===== config.mk =====
export PLATFORM = sky130hd
export DESIGN_NAME = sat_engine_ctrl
export DESIGN_NICKNAME = d
export VERILOG_FILES = /design/src/rtl/sat_engine_ctrl.sv
export SDC_FILE = /design/constraint.sdc
export NUM_CORES = 1
export LEC_CHECK = 0
export BUFFER_PORTS_ARGS = -buffer_cell sky130_fd_sc_hd__buf_2
export CORE_MARGIN = 4
export CORE_UTILIZATION = 35
export CTS_CLUSTER_SIZE = 8
export DETAILED_ROUTE_END_ITERATION = 10
export HOLD_SLACK_MARGIN = 0.06
export PLACE_DENSITY_LB_ADDON = 0.05
export SLEW_MARGIN = 20
export SYNTH_ARGS = -nofsm -noshare
export SYNTH_HDL_FRONTEND = slang
export SYNTH_SLANG_ARGS = --single-unit
export TNS_END_PERCENT = 1

===== constraint.sdc =====
create_clock -name clk -period 2.1 [get_ports clk]
set_clock_uncertainty 0.1 [all_clocks]
set_input_delay 0.21 -clock clk [delete_from_list [all_inputs] [get_ports clk]]
set_output_delay 0.21 -clock clk [all_outputs]
set_load 0.01 [all_outputs]

===== src/rtl/sat_engine_ctrl.sv =====
// Sat Engine bin-pass sequencer: drives state_list through the CDCL
// imply/decide/analyze/backtrack loop and reports the bin result.
module sat_engine_ctrl #(
  parameter int WIDTH_LVL    = 16,
  parameter int WIDTH_BIN_ID = 10,
  parameter int WIDTH_CNT    = 16,
  parameter int WIDTH_WDOG   = 12,
  parameter int MAX_WAIT     = 4000
) (
  input  logic                    clk,
  input  logic                    rst,
  input  logic                    start_i,
  input  logic                    abort_i,
  input  logic [WIDTH_BIN_ID-1:0] cur_bin_num_i,
  input  logic                    all_assigned_i,
  output logic                    start_decision_o,
  input  logic                    done_decision_i,
  output logic                    apply_imply_o,
  input  logic                    done_imply_i,
  input  logic                    find_conflict_i,
  output logic                    apply_analyze_o,
  input  logic                    done_analyze_i,
  input  logic [WIDTH_BIN_ID-1:0] bkt_bin_i,
  input  logic [WIDTH_LVL-1:0]    bkt_lvl_i,
  output logic                    apply_bkt_cur_bin_o,
  input  logic                    done_bkt_cur_bin_i,
  output logic                    busy_o,
  output logic                    done_o,
  output logic [1:0]              result_o,
  output logic [WIDTH_BIN_ID-1:0] bkt_bin_o,
  output logic [WIDTH_LVL-1:0]    bkt_lvl_o,
  output logic [WIDTH_CNT-1:0]    num_decisions_o,
  output logic [WIDTH_CNT-1:0]    num_conflicts_o
);

  typedef enum logic [3:0] {
    S_IDLE, S_IMPLY, S_DECIDE, S_WAIT_DEC, S_ANALYZE,
    S_WAIT_ANA, S_BKT, S_WAIT_BKT, S_DONE
  } state_t;

  localparam logic [1:0] R_SAT     = 2'd0;
  localparam logic [1:0] R_BKT     = 2'd1;
  localparam logic [1:0] R_UNSAT   = 2'd2;
  localparam logic [1:0] R_TIMEOUT = 2'd3;

  localparam logic [WIDTH_WDOG-1:0] WDOG_MAX = WIDTH_WDOG'(MAX_WAIT - 1);
  localparam logic [WIDTH_CNT-1:0]  CNT_MAX  = {WIDTH_CNT{1'b1}};

  state_t                  state_q, state_d;
  logic [WIDTH_WDOG-1:0]   wdog_q, wdog_d;
  logic [WIDTH_CNT-1:0]    ndec_q, ndec_d;
  logic [WIDTH_CNT-1:0]    ncon_q, ncon_d;
  logic [1:0]              res_q, res_d;
  logic [WIDTH_BIN_ID-1:0] bbin_q, bbin_d;
  logic [WIDTH_LVL-1:0]    blvl_q, blvl_d;
  logic                    busy_q, done_q, imply_q;
  logic                    dec_q, ana_q, bkt_q;
  logic                    wdog_go, timeout;
  logic                    inc_dec, inc_con, clr;

  assign timeout = (wdog_q == WDOG_MAX);

  always_comb begin
    state_d = state_q;
    res_d   = res_q;
    bbin_d  = bbin_q;
    blvl_d  = blvl_q;
    wdog_go = 1'b0;
    inc_dec = 1'b0;
    inc_con = 1'b0;
    clr     = 1'b0;

    unique case (state_q)
      S_IDLE: begin
        if (start_i) begin
          state_d = S_IMPLY;
          clr     = 1'b1;
          res_d   = '0;
          bbin_d  = '0;
          blvl_d  = '0;
        end
      end
      S_IMPLY: begin
        wdog_go = 1'b1;
        if (find_conflict_i) begin
          state_d = S_ANALYZE;
          inc_con = 1'b1;
        end else if (done_imply_i) begin
          if (all_assigned_i) begin
            state_d = S_DONE;
            res_d   = R_SAT;
          end else begin
            state_d = S_DECIDE;
            inc_dec = 1'b1;
          end
        end else if (timeout) begin
          state_d = S_DONE;
          res_d   = R_TIMEOUT;
        end
      end
      S_DECIDE:  state_d = S_WAIT_DEC;
      S_WAIT_DEC: begin
        wdog_go = 1'b1;
        if (done_decision_i) begin
          state_d = S_IMPLY;
        end else if (timeout) begin
          state_d = S_DONE;
          res_d   = R_TIMEOUT;
        end
      end
      S_ANALYZE: state_d = S_WAIT_ANA;
      S_WAIT_ANA: begin
        wdog_go = 1'b1;
        if (done_analyze_i) begin
          bbin_d = bkt_bin_i;
          blvl_d = bkt_lvl_i;
          if (bkt_lvl_i == '0) begin
            state_d = S_DONE;
            res_d   = R_UNSAT;
          end else if (bkt_bin_i != cur_bin_num_i) begin
            state_d = S_DONE;
            res_d   = R_BKT;
          end else begin
            state_d = S_BKT;
          end
        end else if (timeout) begin
          state_d = S_DONE;
          res_d   = R_TIMEOUT;
        end
      end
      S_BKT:     state_d = S_WAIT_BKT;
      S_WAIT_BKT: begin
        wdog_go = 1'b1;
        if (done_bkt_cur_bin_i) begin
          state_d = S_IMPLY;
        end else if (timeout) begin
          state_d = S_DONE;
          res_d   = R_TIMEOUT;
        end
      end
      S_DONE:    state_d = S_IDLE;
      default:   state_d = S_IDLE;
    endcase

    // Abort freezes stats/result/bkt and only forces the state home.
    if (abort_i) begin
      state_d = S_IDLE;
      res_d   = res_q;
      bbin_d  = bbin_q;
      blvl_d  = blvl_q;
      inc_dec = 1'b0;
      inc_con = 1'b0;
      clr     = 1'b0;
    end

    if (clr)
      ndec_d = '0;
    else if (inc_dec && ndec_q != CNT_MAX)
      ndec_d = ndec_q + WIDTH_CNT'(1);
    else
      ndec_d = ndec_q;

    if (clr)
      ncon_d = '0;
    else if (inc_con && ncon_q != CNT_MAX)
      ncon_d = ncon_q + WIDTH_CNT'(1);
    else
      ncon_d = ncon_q;

    if (state_d != state_q || !wdog_go)
      wdog_d = '0;
    else
      wdog_d = wdog_q + WIDTH_WDOG'(1);
  end

  always_ff @(posedge clk) begin
    if (!rst) begin
      state_q <= S_IDLE;
      wdog_q  <= '0;
      ndec_q  <= '0;
      ncon_q  <= '0;
      res_q   <= '0;
      bbin_q  <= '0;
      blvl_q  <= '0;
      busy_q  <= 1'b0;
      done_q  <= 1'b0;
      imply_q <= 1'b0;
      dec_q   <= 1'b0;
      ana_q   <= 1'b0;
      bkt_q   <= 1'b0;
    end else begin
      state_q <= state_d;
      wdog_q  <= wdog_d;
      ndec_q  <= ndec_d;
      ncon_q  <= ncon_d;
      res_q   <= res_d;
      bbin_q  <= bbin_d;
      blvl_q  <= blvl_d;
      busy_q  <= (state_d != S_IDLE);
      done_q  <= (state_d == S_DONE);
      imply_q <= (state_d == S_IMPLY);
      dec_q   <= (state_d == S_DECIDE);
      ana_q   <= (state_d == S_ANALYZE);
      bkt_q   <= (state_d == S_BKT);
    end
  end

  assign busy_o              = busy_q;
  assign done_o              = done_q;
  assign apply_imply_o       = imply_q;
  assign start_decision_o    = dec_q;
  assign apply_analyze_o     = ana_q;
  assign apply_bkt_cur_bin_o = bkt_q;
  assign result_o            = res_q;
  assign bkt_bin_o           = bbin_q;
  assign bkt_lvl_o           = blvl_q;
  assign num_decisions_o     = ndec_q;
  assign num_conflicts_o     = ncon_q;

endmodule


==> results of run 1 <==
## placed cells by master (no fill, tap or decap), types with 2 or more instances in the layout
master     synthesis  routed
buf_2              1     111
dfxtp_1           82      81
buf_4              0      53
nand2_1           37      36
and3_1            33      33
nor2_1            32      32
nor2b_1           32      30
o21a_1            26      26
xor2_1            18      18
mux2i_1           18      17
nand2b_1          17      16
nand3_1           16      15
nand4_1           13      13
a21oi_1           21      12
inv_1             10      10
nor3_1             9       9
clkbuf_16          0       9
o21ai_0            8       8
a21oi_2            0       8
a211oi_2           0       8
nor4_1             8       7
xnor2_1            6       6
o21ai_1            6       5
or3_1              8       5
buf_6              1       5
or4_1              5       4
and4_1             4       3
o31ai_1            3       3
o211a_1            3       3
or3_4              0       3
ha_1               3       3
clkbuf_8           0       3
or2_2              2       2
nor4bb_4           0       2
a2111oi_2          0       2
o211ai_1           2       2
bufinv_16          0       2
buf_12             0       2
## critical path: stages (launching register included)
cell     delay (ns)
dfxtp_2        0.33
or4b_4         0.56
nor4b_4        0.29
nand4_1        0.16
buf_6          0.17
or4_1          0.43
a21oi_2        0.13
## stage by stage
step / hold WS, ns / cells / utilization
after floorplan: 0.261 / 484 / -
after global placement: 0.365 / 768 / 0.456
after detailed placement: 0.370 / 768 / 0.456
after CTS: 0.0767 / 788 / 0.495
after global routing: 0.113 / 789 / 0.508
final: 0.111 / 789 / 0.508
## repair_timing
action                                 4_1_cts  5_1_grt
endpoints found under the hold margin        2        0
gates resized for setup                     20       29
setup endpoints to repair                   63       76
hold buffers                                 1        0
buffers inserted                             3        1
pin swaps                                    5       19
## power groups by stage
| stage | logic (µW) | clock network [µW] | registers, µW |
|---|---|---|---|
| floorplan | 109 | 0 | 1600 |
| global placement | 236 | 0 | 1600 |
| detailed placement | 237 | 0 | 1600 |
| CTS | 246 | 1820 | 1560 |
| global route | 283 | 1880 | 1560 |
| finish | 256 | 1770 | 1560 |
## how the worst max path moves through the flow
stage                             from             endpoint  cells after the start
after floorplan             state_q[3]   num_decisions_o[5]                      7
after global placement    bkt_bin_i[7]      apply_analyze_o                      8
after detailed placement  bkt_bin_i[7]  num_conflicts_o[15]                      8
after CTS                   state_q[1]  num_decisions_o[11]                      6
after global routing        state_q[1]  num_decisions_o[11]                      6
final                       state_q[1]  num_decisions_o[11]                      6
## layer usage
metal | vias up | part of all wire | GRT usage
li1 | 2054 | - | -
met1 | 1872 | 0.48 | 0.227
met2 | 70 | 0.47 | 0.274
met3 | 15 | 0.042 | 0.0344
met4 | 0 | 0.016 | 0.0619
met5 | - | 0 | 0
## area by class of cell
class,count,area [µm²],share of cell area
clock inverter,4,72.6,0.0124
tap,143,179,0.0306
clock buffer,12,267,0.0456
inverter,10,37.5,0.00642
multi-input combinational,366,2590,0.443
sequential,82,1640,0.281
timing repair buffer,172,1060,0.181
## cell usage after synthesis, types with 2 or more instances
cell | number | area, µm²
a2111oi_0 | 2 | 17.5
a211oi_1 | 9 | 67.6
a21oi_1 | 21 | 105
and3_1 | 33 | 206
and4_1 | 4 | 35.0
clkbuf_1 | 23 | 86.3
dfxtp_1 | 82 | 1640
ha_1 | 3 | 37.5
inv_1 | 10 | 37.5
mux2i_1 | 18 | 180
nand2_1 | 37 | 139
nand2b_1 | 17 | 106
nand3_1 | 16 | 80.1
nand4_1 | 13 | 81.3
nor2_1 | 32 | 120
nor2b_1 | 32 | 200
nor3_1 | 9 | 45.0
nor3b_1 | 2 | 15.0
nor4_1 | 8 | 50.1
nor4bb_1 | 3 | 30.0
o211a_1 | 3 | 30.0
o211ai_1 | 2 | 15.0
o21a_1 | 26 | 195
o21ai_0 | 8 | 40.0
o21ai_1 | 6 | 30.0
o31ai_1 | 3 | 22.5
or2_2 | 2 | 12.5
or3_1 | 8 | 50.1
or4_1 | 5 | 37.5
xnor2_1 | 6 | 52.6
xor2_1 | 18 | 158
## kinds of logic after synthesis
group | synth area share
buffers and inverters | 0.0347
DFF | 0.396
xor gates and xnor gates | 0.0507
muxes | 0.0462
and+or+nand+nor | 0.313
adders and majority gates | 0.00905
AOI/OAI and AO/OA | 0.151
## state kept, by name, summed over array words and instances, names as in the netlist
register / count
apply_analyze_o: 1
apply_bkt_cur_bin_o: 1
apply_imply_o: 1
bkt_bin_o: 10
bkt_lvl_o: 16
busy_o: 1
done_o: 1
num_conflicts_o: 16
num_decisions_o: 16
result_o: 2
start_decision_o: 1
state_q: 4
wdog_q: 12
==> metrics.yaml, run 1 <==
route:
  drc: 0
  routed_wl_um: 11400
  firstDrtPassIters: 4
  first_iter_violations: 158
  drtAntennaViolNets: 0
  routed-via-count: 4011
  via_per_inst: 5.08
  avgRoutedWirePerCell_um: 14.4
clocking:
  clkTransAtPathRegs_ns: 0.06
  clk_path_buf_depth: 2
  cts_sinks: 82
  clock_latency_ns: 0.34
  cts_max_level: 3
  cts_buffers: 9
  cts_root_buf: "clkbuf_16"
  cts_tree: "yes"
worst_setup_path:
  regToRegSetupSlack_ns: -0.13
  r2r_start: "state_q[1]"
  critPathArrivalTime_ns: 2.41
  worstPathRequired_ns: 2.28
  start_kind: "flop"
  endpoint_kind: "flop"
  path_class: "reg2reg"
  ff2ff_path_depth: 6
  r2r_end: "num_decisions_o[11]"
  path_max_fanout: 11
sta:
  maxSlewViolCount: 0
  tightest_slew_ns: 0.647
  fin_crit_sh: 1.06
  final_hold_viol_count: 0
  tns_ns: -0.505
  rsz0062_at_grt: "true"
  slew_headroom: 0.568
  period_minus_slack_ns: 2.23
  fmax_mhz: 448
  setup-violations-final: 12
  worst_slack_ns: -0.130
layout:
  syn_to_final_growth_pct: 41.0
  final_nets: 690
  drive_gt1_frac: 0.365
  diodes: 0
  fin_area_mm2: 0.00585
  nFillCells: 1165
synthesis:
  yosysUniqueCellTypes: 54
  synth-seq-cells: 82
  yosys_warnings: 0
  synthesis.area_mm2: 0.00415
  synth-edff-count: 0
  ys.flop_type: "dfxtp_1"
  syn-instance-count: 484
  syn_nets: 533
  syn_avg_cell_area_um2: 8.57
  ys_seq_area_frac: 0.396
  ys_async_sr_fraction: 0
floorplan:
  io_pins: 112
  die_y_um: 117
  dieArea_mm2: 0.0137
  die_w_um: 117
  core_region_area_mm2: 0.0115
  start_util: 0.360
  rows: 39
placed_design:
  dp_hpwl_um: 8440
  postPlaceCellArea_mm2: 0.00525
  pre_cts_slack_ns: -0.232
  gp_congestion: 0.787
  portBuffers: 111
grt:
  grt_use_total: 0.170
  grt_pass1_vias: 3941
  grt_pass1_wl_um: 18700
  grt_max_degree: 31
  antenna_found_initial: 0
  globalRouteOverflowTotal: 0
worst_hold_path:
  hold_end: "busy_o"
  min-delay-start: "start_i"
  hold_path_class: "in2reg"
  whs_path_depth: 3
power:
  p_total_uw: 3590
  leakage_uw: 0.00256
  power.ir.vdd_worst_mv: 0.271
  seqPwrFrac: 0.435
  p_sw_uw: 778
  comb_power_share: 0.071
  swShare: 0.217
  clockPowerShare: 0.493
  powerDensity_mw_per_mm2: 613
  internal-power_uw: 2810
outcome:
  status: "finished, violations left"
  violations: "negative setup slack"
run:
  maxCapViolations: 0
Power figures use the tool's default switching activity.
==> run 2: changes to the inputs <==
--- a/config.mk
+++ b/config.mk
@@ -6,6 +6,8 @@
 export NUM_CORES = 1
 export LEC_CHECK = 0
 export BUFFER_PORTS_ARGS = -buffer_cell sky130_fd_sc_hd__buf_2
+export CELL_PAD_IN_SITES_DETAIL_PLACEMENT = 1
+export CELL_PAD_IN_SITES_GLOBAL_PLACEMENT = 1
 export CORE_MARGIN = 4
 export CORE_UTILIZATION = 35
 export CTS_CLUSTER_SIZE = 8
==> run 2 against run 1 <==
  * The flow still finishes with violations (negative setup slack)
  * Count of clock-buffer cells in the layout up 1
  * Utilization fell by 0.12 points
  * Fmax about the same
  * Sequential share of layout area is 0.066 points higher
  * Clock power down 14%
  * Hold slack improved by 0.0086 ns
  * First-iteration DRC count up 16%
  * Die area is the same
  * Critical path depth grew 1
==> metrics.yaml, run 2 (same netlist as run 1, synthesis figures left out) <==
grt:
  grt_max_degree: 53
  grt_pass1_wl_um: 20800
  grt_pass1_vias: 4229
  grt.busiest_layer: "met2"
  grt_use_total: 0.190
  use_met2: 0.319
  globalRouteOverflowTotal: 0
  met1_usage: 0.246
  antenna_found_initial: 0
  use_met3: 0.0303
sta:
  slew_headroom: 0.561
  rsz0062_at_grt: "true"
  fin_crit_sh: 1.06
  worst_slack_ns: -0.132
  tightest_slew_ns: 0.656
  maxSlewViolCount: 0
  final_hold_viol_count: 0
  fmax_mhz: 448
  period_minus_slack_ns: 2.23
  setup-violations-final: 15
route:
  via_per_inst: 5.19
  routed_wl_um: 13000
  firstDrtPassIters: 4
  drtAntennaViolNets: 0
  avgRoutedWirePerCell_um: 16.4
  first_iter_violations: 183
  routed-via-count: 4106
  drc: 0
floorplan:
  rows: 39
  die_y_um: 117
  start_util: 0.360
  io_pins: 112
  core_region_area_mm2: 0.0115
  dieArea_mm2: 0.0137
  die_w_um: 117
worst_setup_path:
  worstPathCellList: "or4b_4 > nor4b_4 > buf_4 > nand4b_4 > buf_6 > or3_4 > a21oi_2"
  slowest_delay_ns: 0.55
  endpoint_kind: "flop"
  worstPathRequired_ns: 2.27
  start_kind: "flop"
  path_max_fanout: 5
  crit_family: "simple AND/OR/NAND/NOR gates"
  slowest_stage: "or4b_4"
  critPathArrivalTime_ns: 2.40
  path_buf_inv: 2
  path_class: "reg2reg"
clocking:
  clock_latency_ns: 0.33
  cts_max_level: 3
  cts_root_buf: "clkbuf_16"
  clkTransAtPathRegs_ns: 0.06
  cts_buffers: 9
  cts_sinks: 82
  clk_path_buf_depth: 2
  cts_tree: "yes"
layout:
  syn_to_final_growth_pct: 40.7
  instances_no_fill: 791
  diodes: 0
  utilization: 0.507
  layout_common_cells: "112 x buf_2, 81 x dfxtp_1, 54 x buf_4"
  layout_commonest_cell: "buf_2"
  final_nets: 692
  drive_gt1_frac: 0.363
power:
  powerDensity_mw_per_mm2: 572
  leakage_uw: 0.00255
  power.ir.vdd_worst_mv: 0.251
outcome:
  violations: "negative setup slack"
  status: "finished, violations left"
worst_hold_path:
  hold_path_class: "in2reg"
placed_design:
  portBuffers: 111
  placed_cells: 768
  gp_congestion: 0.853
  dp_hpwl_um: 9140
run:
  maxCapViolations: 0
[run 2: cell types whose count changed in the layout (fill, tap and decap cells not counted), moves of 2 or more]
cell,change
a211oi_2,-2
clkbuf_8,-3
clkbuf_1,+4
a21oi_1,-3
a21oi_2,+2
[run 2: layout make-up]
cell class / instances / area (µm²)
clock inverter: 3 / 40.0
sequential: 82 / 1640
timing repair buffer: 174 / 1070
fill: 1372 / 5680
clock buffer: 13 / 240
multi-input combinational: 366 / 2620
tap: 143 / 179
inverter: 10 / 37.5
[run 2: layer usage]
layer | vias to the layer above | share of wire | wire, µm
met4 | 0 | 0.016 | 203
met3 | 16 | 0.037 | 478
met2 | 87 | 0.49 | 6380
li1 | 2050 | - | -
met5 | - | 0 | 0
met1 | 1953 | 0.46 | 5920
[run 2: power by group]
group | switching [µW] | total (µW) | internal, µW | leakage, µW
combinational | 149 | 256 | 107 | 0.00175
sequential | 2.14 | 1560 | 1560 | 0.000661
clock | 602 | 1520 | 919 | 0.000138
[run 2: timing repair]
| action | 4_1_cts | 5_1_grt |
|---|---|---|
| buffers inserted | 4 | 2 |
| endpoints found under the setup margin | 68 | 73 |
| pin swaps | 17 | 10 |
| gates resized for setup | 26 | 32 |
| gates cloned | 1 | 0 |
| hold buffers | 0 | 0 |
[run 2: final timing paths]
check / endpoint / slack (ns) / depth (start not counted) / from
setup / recovery: num_decisions_o[8] / -0.13 / 7 / state_q[3]
hold / removal: bkt_lvl_o[11] / 0.12 / 3 / bkt_lvl_i[11]
setup reg to reg: num_decisions_o[8] / -0.13 / 7 / state_q[3]
hold reg to reg: num_conflicts_o[9] / 0.39 / 2 / num_conflicts_o[9]
[run 2: worst register-to-register path: cells and delay by family (launching register included)]
family	cells	cell delay, ns
AOI/OAI and AO/OA	1	0.14
buffers and inverters	2	0.32
and+or+nand+nor	4	1.28
DFF	1	0.32
[run 2: stage by stage]
stage | setup TNS [ns] | total power [µW] | hold slack (ns) | instance area (µm²) | setup slack [ns]
3_5_place_dp | -4.27 | 1830 | 0.377 | 5240 | -0.233
4_1_cts | -2.10 | 3380 | 0.0780 | 5670 | -0.177
5_1_grt | -5.40 | 3480 | 0.137 | 5830 | -0.242
2_1_floorplan | -0.995 | 1710 | 0.261 | 4150 | -0.109
6_report | -1.16 | 3340 | 0.119 | 5830 | -0.132
3_3_place_gp | -2.03 | 1830 | 0.366 | 5240 | -0.159
==> run 3: changes to the inputs <==
--- a/config.mk
+++ b/config.mk
@@ -6,14 +6,13 @@
 export NUM_CORES = 1
 export LEC_CHECK = 0
 export BUFFER_PORTS_ARGS = -buffer_cell sky130_fd_sc_hd__buf_2
-export CELL_PAD_IN_SITES_DETAIL_PLACEMENT = 1
-export CELL_PAD_IN_SITES_GLOBAL_PLACEMENT = 1
 export CORE_MARGIN = 4
-export CORE_UTILIZATION = 35
+export CORE_UTILIZATION = 48
 export CTS_CLUSTER_SIZE = 8
 export DETAILED_ROUTE_END_ITERATION = 10
 export HOLD_SLACK_MARGIN = 0.06
 export PLACE_DENSITY_LB_ADDON = 0.05
+export SETUP_SLACK_MARGIN = 0.2
 export SLEW_MARGIN = 20
 export SYNTH_ARGS = -nofsm -noshare
 export SYNTH_HDL_FRONTEND = slang
==> run 3 against run 2 <==
  * The flow still finishes with violations (negative setup slack)
  * Largest power group unchanged
  * Flip-flop and latch count unchanged
  * Sequential power about the same
  * Critical path depth down 1
  * Worst setup slack better by 0.021 ns
  * Sequential share of layout area up 1.1 points
  * Utilization up 17 points
==> metrics.yaml, run 3 (same netlist as run 1, synthesis figures left out) <==
floorplan:
  die_w_um: 101
  die_y_um: 101
  start_util: 0.500
  core_region_area_mm2: 0.00830
  dieArea_mm2: 0.0102
  io_pins: 112
  rows: 33
grt:
  grt_pass1_vias: 3856
  globalRouteOverflowTotal: 0
  antenna_found_initial: 0
  grt_pass1_wl_um: 17900
  grt_max_degree: 53
  grt_use_total: 0.215
worst_setup_path:
  worstPathCellList: "or4b_4 > nor4b_4 > nand4_1 > buf_4 > or3_4 > a21oi_2"
  path_max_fanout: 4
  critPathArrivalTime_ns: 2.40
  slowest_delay_ns: 0.54
  start_kind: "flop"
  slowest_stage: "or4b_4"
  path_class: "reg2reg"
  endpoint_kind: "flop"
  worstPathRequired_ns: 2.29
clocking:
  clock_latency_ns: 0.35
  cts_max_level: 3
  cts_root_buf: "clkbuf_8"
  cts_sinks: 82
  cts_tree: "yes"
  cts_buffers: 9
  cts-hold-fix-buffers: 0
  clkTransAtPathRegs_ns: 0.09
  clk_path_buf_depth: 2
power:
  power.ir.vdd_worst_mv: 0.306
  leakage_uw: 0.00245
  powerDensity_mw_per_mm2: 536
sta:
  worst_slack_ns: -0.112
  fin_crit_sh: 1.05
  rsz0062_at_grt: "true"
  final_hold_viol_count: 0
  slew_headroom: 0.585
  tightest_slew_ns: 0.622
  setup-violations-final: 22
  maxSlewViolCount: 0
  period_minus_slack_ns: 2.21
  fmax_mhz: 452
route:
  first_iter_violations: 181
  firstDrtPassIters: 5
  routed_wl_um: 10900
  routed-via-count: 4059
  avgRoutedWirePerCell_um: 14.7
  drtAntennaViolNets: 0
  drc: 0
  via_per_inst: 5.49
layout:
  register_area_mm2: 0.00165
  layout_commonest_cell: "buf_2"
  multiInputGateArea_mm2: 0.00262
  layout_common_cells: "112 x buf_2, 77 x dfxtp_1, 41 x buf_4"
  nFillCells: 705
  final_nets: 679
  diodes: 0
  syn_to_final_growth_pct: 35.9
  instances_no_fill: 740
  drive_gt1_frac: 0.362
placed_design:
  portBuffers: 111
  pre_cts_slack_ns: -0.223
  dp_hpwl_um: 7800
  gp_congestion: 0.908
  placed_cells: 719
worst_hold_path:
  hold_path_class: "in2reg"
run:
  maxCapViolations: 0
outcome:
  status: "finished, violations left"
  violations: "negative setup slack"
## run 3: metrics by stage
step	utilization	TNS (ns)	hold WS, ns	total power (µW)	instance area (µm²)
finish	0.679	-1.09	0.0883	3020	5640
global route	0.679	-4.64	0.0858	3150	5640
floorplan	-	-0.995	0.261	1710	4150
detailed placement	0.615	-4.20	0.377	1820	5110
global placement	0.615	-2.91	0.366	1820	5110
CTS	0.662	-2.00	0.0663	3040	5490
## run 3: final cells by class
cell class | instances | share of cell area
Inverter | 10 | 0.00666
Clock inverter | 6 | 0.0126
Sequential cell | 82 | 0.292
Clock buffer | 10 | 0.0244
Tap cell | 105 | 0.0233
Multi-Input combinational cell | 366 | 0.465
Timing Repair Buffer | 161 | 0.175
## run 3: critical path: cells and delay by family (launching register included)
kind	cells	cell delay [ns]
compound gates	1	0.13
flops	1	0.35
simple gates	4	1.38
buf+inv	1	0.21
## run 3: per-layer routing
| layer | vias to the layer above | global-route usage | share of wire |
|---|---|---|---|
| met5 | - | 0 | 0 |
| met4 | 0 | 0.0879 | 0.024 |
| met3 | 20 | 0.0422 | 0.051 |
| met2 | 98 | 0.354 | 0.48 |
| met1 | 1917 | 0.275 | 0.45 |
| li1 | 2024 | - | - |
## run 3: power breakdown
group | leakage, µW | switching (µW) | internal, µW
combinational | 0.00169 | 142 | 106
clock | 0.0000999 | 617 | 595
sequential | 0.000663 | 2.42 | 1560
## run 3: path summary, 6_finish.rpt
path                           start                   to  slack, ns  cells after the start
setup / recovery          state_q[3]  num_decisions_o[13]      -0.11                      6
hold / removal               start_i               busy_o       0.09                      3
setup reg to reg          state_q[3]  num_decisions_o[13]      -0.11                      6
hold reg to reg   num_conflicts_o[9]   num_conflicts_o[9]       0.39                      2
## run 3: repair_timing
action | in CTS | in global routing
gates cloned | 1 | 0
endpoints found under the hold margin | 0 | 0
endpoints found under the setup margin | 74 | 76
buffers inserted | 4 | 0
resized for setup | 29 | 33
pin swaps | 24 | 20
